$ cat src/rtl/hamming_encoder_8bit_stream.sv
// Streaming Hamming(12,8) SEC encoder with a 2-entry output buffer.
// It also has one-shot error injection and a count of delivered codewords.
module hamming_encoder_8bit_stream #(
    parameter int CNT_W = 16
) (
    input  logic             sys_clk,
    input  logic             rst,
    input  logic [7:0]       data_in,
    input  logic             in_valid,
    output logic             in_ready,
    output logic [11:0]      code_out,
    output logic             code_inj,
    output logic             out_valid,
    input  logic             out_ready,
    input  logic             inj_en,
    input  logic [11:0]      inj_mask,
    output logic             inj_pending,
    output logic [CNT_W-1:0] word_cnt
);

    // Codeword layout {d[7:0], p[3:0]} matches the receive-side decoder.
    function automatic logic [11:0] encode(input logic [7:0] d);
        logic [3:0] p;
        p[0] = d[0] ^ d[1] ^ d[3] ^ d[4] ^ d[6];
        p[1] = d[0] ^ d[2] ^ d[3] ^ d[5] ^ d[6];
        p[2] = d[1] ^ d[2] ^ d[3] ^ d[7];
        p[3] = d[4] ^ d[5] ^ d[6] ^ d[7];
        return {d, p};
    endfunction

    logic [1:0]  occ;
    logic [11:0] head_code;
    logic        head_inj;
    logic [11:0] tail_code;
    logic        tail_inj;
    logic [11:0] armed_mask;
    logic        accept;
    logic        pop;
    logic [11:0] word_next;

    assign in_ready  = (occ != 2'd2);
    assign out_valid = (occ != 2'd0);
    assign code_out  = head_code;
    assign code_inj  = head_inj;
    assign accept    = in_valid & in_ready;
    assign pop       = out_valid & out_ready;

    // The armed mask is only consumed while pending, so a stale mask is harmless.
    assign word_next = encode(data_in) ^ (inj_pending ? armed_mask : 12'h000);

    always_ff @(posedge sys_clk or posedge rst) begin
        if (rst) begin
            occ       <= 2'd0;
            head_code <= 12'h000;
            head_inj  <= 1'b0;
            tail_code <= 12'h000;
            tail_inj  <= 1'b0;
        end else begin
            unique case ({accept, pop})
                2'b10: begin
                    occ <= occ + 2'd1;
                    if (occ == 2'd0) begin
                        head_code <= word_next;
                        head_inj  <= inj_pending;
                    end else begin
                        tail_code <= word_next;
                        tail_inj  <= inj_pending;
                    end
                end
                2'b01: begin
                    occ       <= occ - 2'd1;
                    head_code <= tail_code;
                    head_inj  <= tail_inj;
                    tail_code <= 12'h000;
                    tail_inj  <= 1'b0;
                end
                2'b11: begin
                    // Only reachable at occupancy 1: the new word becomes head.
                    head_code <= word_next;
                    head_inj  <= inj_pending;
                end
                default: begin
                end
            endcase
        end
    end

    always_ff @(posedge sys_clk or posedge rst) begin
        if (rst) begin
            inj_pending <= 1'b0;
            armed_mask  <= 12'h000;
        end else if (inj_en) begin
            inj_pending <= 1'b1;
            armed_mask  <= inj_mask;
        end else if (accept) begin
            inj_pending <= 1'b0;
            armed_mask  <= 12'h000;
        end
    end

    always_ff @(posedge sys_clk or posedge rst) begin
        if (rst) begin
            word_cnt <= '0;
        end else if (pop) begin
            word_cnt <= word_cnt + CNT_W'(1);
        end
    end

endmodule
$ cat config.mk
export PLATFORM = sky130hd
export DESIGN_NAME = hamming_encoder_8bit_stream
export DESIGN_NICKNAME = d
export VERILOG_FILES = /design/src/rtl/hamming_encoder_8bit_stream.sv
export SDC_FILE = /design/constraint.sdc
export NUM_CORES = 1
export LEC_CHECK = 0
export CAP_MARGIN = 15
export CORE_MARGIN = 4
export CORE_UTILIZATION = 30
export DETAILED_ROUTE_END_ITERATION = 8
export PLACE_DENSITY_LB_ADDON = 0.3
export REMOVE_ABC_BUFFERS = 1
export SLEW_MARGIN = 40
export SYNTH_ARGS = -nofsm -noshare
export SYNTH_HDL_FRONTEND = slang
export SYNTH_SLANG_ARGS = --single-unit
$ cat constraint.sdc
create_clock -name sys_clk -period 3.75 [get_ports sys_clk]
set_clock_uncertainty 0.2 [all_clocks]
set_input_delay 0.9375 -clock sys_clk [delete_from_list [all_inputs] [get_ports sys_clk]]
set_output_delay 0.9375 -clock sys_clk [all_outputs]
set_load 0.005 [all_outputs]
==> impl_metrics.csv <==
group,metric,value,unit
status,status,"finished clean",
sta,fin_crit_sh,73.8,%
sta,min_period,2770,ps
critical_path,timing.rr.end,"code_out[5]",
power,comb_power_share,37.6,%
critical_path,crit_path_end_kind,"output pin",
synth,synthTopCellsByArea,"dfrtp_1 (52%), nand2_1 (8.0%), xnor2_1 (7.6%)",
sta,max_freq,361,MHz
place,place.gp.congestion,0.805,
drt,wl,6.32,mm
cts,htreeDepth,3,
sta,fin_tns_setup,0,ps
place,io_buffers,56,
worst_hold_path,worstHoldEndpoint,"tail_code[9]",
critical_path,worst_setup_path_start_kind,"register",
cts,clockRootBuffer,"clkbuf_8",
synth,synth_cell_types,30,
floorplanning,die_h,104,microns
sta,grt_setup_unrepaired,"no",
cts,cts_resized,0,
synth,yosysWarnings,0,
critical_path,worstSetupPathType,"reg -> out",
sta,finalSetupViolCount,0,
cts,clockBufferDepth,2,
synth,netlist.area_leader.share,51.6,%
floorplanning,fp.dieW,104,microns
synth,post_synth.cell_area_avg,10.1,sq um
grt,grt_pass1_vias,2138,
synth,syn-cell-area,2770,sq um
floorplanning,row_count,34,
floorplanning,pin_count,57,
cts,tritoncts,"built",
grt,grt_usage,12.5,%
floorplanning,start_util,31.3,%
grt,antenna_found_initial,0,
cells_and_area,layout.nets,363,
power,p_sw_share,32.8,%
place,dpl.hpwl,4.64,mm
cells_and_area,drive_gt1_share,10.9,%
cells_and_area,antenna_cells,0,
cts,numCtsBuffers,9,
worst_hold_path,min_path_type,"reg -> reg",
grt,grt_overflow,0,
run,drv_cap,0,
critical_path,rrSetupSlack,1620,ps
cells_and_area,syn_to_final_growth,32.4,%
critical_path,slowest_stage,"dfrtp_1",
cts,post_cts_buffers,0,
drt,drc,0,
sta,finalWorstSetupSlack,981,ps
sta,tightest_slew,554,ps
synth,ys_ff_latch,57,
worst_hold_path,min_path_cells,2,
floorplanning,dieArea,10800,sq um
critical_path,reg2reg_from,"occ[0]",
critical_path,path_cells,"clkdlybuf4s50_1",
power,p_seq_share,38.5,%
power,p_int,1.71,mW
cts,clock_sinks,57,
critical_path,crit_buf_inv,1,
drt,first_pass_iters,4,
drt,avgRoutedWirePerCell,14.1,microns
critical_path,ff2ff_path_depth,6,
critical_path,critPathMaxStageDelay,690,ps
grt,grt_max_degree,29,
power,power_density,694,nW/um^2
power,irDropWorstVdd,0.000258,V
sta,maxSlewViolCount,0,
synth,syn_inst,273,
cells_and_area,nFillCells,877,
drt,via_per_inst,4.57,
power,power.clock.fraction,24.0,%
power,p_leak,1.59,nW
worst_hold_path,worstHoldStart,"tail_code[9]",
sta,relSlewSlack,63.0,%
drt,drtIter0Drc,84,
critical_path,path_max_fanout,15,
sta,final-hold-violation-count,0,
floorplanning,core-area,8850,sq um
drt,drtAntennaViolNets,0,
critical_path,crit_family,"flip-flops",
place,pre_cts_slack,718,ps
cts,clkLatencyLatePin,330,ps
synth,yosys.area.top_type,"dfrtp_1",
cts,cts_hold_buf,0,
synth,seq_area_frac_synth,51.6,%
cts,clk_pin_slew_worst_paths,60,ps
critical_path,required,2610,ps
grt,grt_pass1_wl,10.7,mm
drt,via_count,2045,
critical_path,worstPathArrival,1630,ps
power,netSwitchingPower,834,uW
==> power by group through the flow <==
stage	clock [mW]	sequential, mW	combinational [mW]
after global routing	0.658	1.01	1.06
after detailed placement	0	0.993	0.973
after CTS	0.626	0.982	0.976
after floorplan	0	0.960	0.540
after global placement	0	0.985	0.950
final	0.610	0.977	0.955
==> cells in the final DEF (no fill, tap or decap), types with 6 or more instances in the layout <==
| cell | count |
|---|---|
| a21oi_1 | 13 |
| buf_4 | 6 |
| clkbuf_8 | 13 |
| clkdlybuf4s50_1 | 55 |
| dfrtp_1 | 57 |
| inv_1 | 10 |
| mux2_2 | 8 |
| nand2_1 | 59 |
| nand2b_1 | 6 |
| nand3_1 | 6 |
| nor2_1 | 15 |
| o21ai_0 | 13 |
| o31ai_1 | 8 |
| xnor2_1 | 24 |
| xor2_1 | 14 |
==> layer usage <==
metal	up-vias	part of all wire, %	global-route usage [%]
met3	9	3.0	2.86
met2	35	48	19.6
met4	0	2.2	6.84
li1	1020	-	-
met5	-	0	0
met1	981	47	15.9
==> worst min-delay path: stages (launching register included) <==
cell and delay (ps):
dfrtp_1 340, nand2_1 50, o31ai_1 50
==> cells in the mapped netlist (all sizes together) <==
cell / instances
and4: 2
a31oi: 1
nand4: 3
nand2b: 6
and3: 1
o31ai: 8
xnor3: 2
clkbuf: 2
o31a: 2
dfrtp: 57
a22o: 2
inv: 12
o21ai: 16
mux2: 10
a21o: 2
xnor2: 24
nor2: 15
nand3: 6
a21oi: 13
nor3: 1
buf: 9
ha: 3
mux2i: 1
nand2: 59
xor2: 14
and2: 2
==> metrics by stage <==
stage          instances  utilization (%)  area, sq um  total power, mW  hold WS (ps)
3_5_place_dp         432             39.0         3450             1.97           267
4_1_cts              447             41.4         3670             2.58           281
3_3_place_gp         432             39.0         3450             1.93           259
5_1_grt              447             41.4         3660             2.73           304
2_1_floorplan        262                -         2710             1.50           249
6_report             447             41.4         3660             2.54           277
==> cell families after synthesis <==
kind of cell	Yosys count	synth area share (%)
simple gates	95	14.8
flops	57	51.6
compound gates	44	9.86
xor+xnor	40	13.7
buf+inv	23	3.53
mux	11	5.16
fa+ha+maj	3	1.36
==> worst max-delay path by stage <==
stage / start / end / slack, ps / cells after the start
detailed placement: out_ready / code_out[5] / 720 / 7
CTS: inj_pending / inj_pending / 960 / 1
finish: inj_pending / inj_pending / 980 / 1
floorplan: in_valid / tail_code[0] / 880 / 4
global placement: out_ready / code_out[8] / 790 / 7
global route: inj_pending / inj_pending / 900 / 1
==> sequential cells by signal, summed over array words and instances (netlist names) <==
signal and count:
code_out 12, occ 2, tail_code 12, code_inj 1, inj_pending 1, tail_inj 1, armed_mask 12, word_cnt 16
==> layout make-up <==
| type | count | area (sq um) | area share, % |
|---|---|---|---|
| inverters | 12 | 45.0 | 1.23 |
| multi-input cells | 193 | 1240 | 33.9 |
| flip-flops and latches | 57 | 1430 | 38.9 |
| well taps | 108 | 135 | 3.69 |
| clock buffers | 13 | 179 | 4.89 |
| repair buffers | 62 | 601 | 16.4 |
| clock inverters | 2 | 35.0 | 0.957 |
Note: power is estimated with default switching activity, not from simulation.
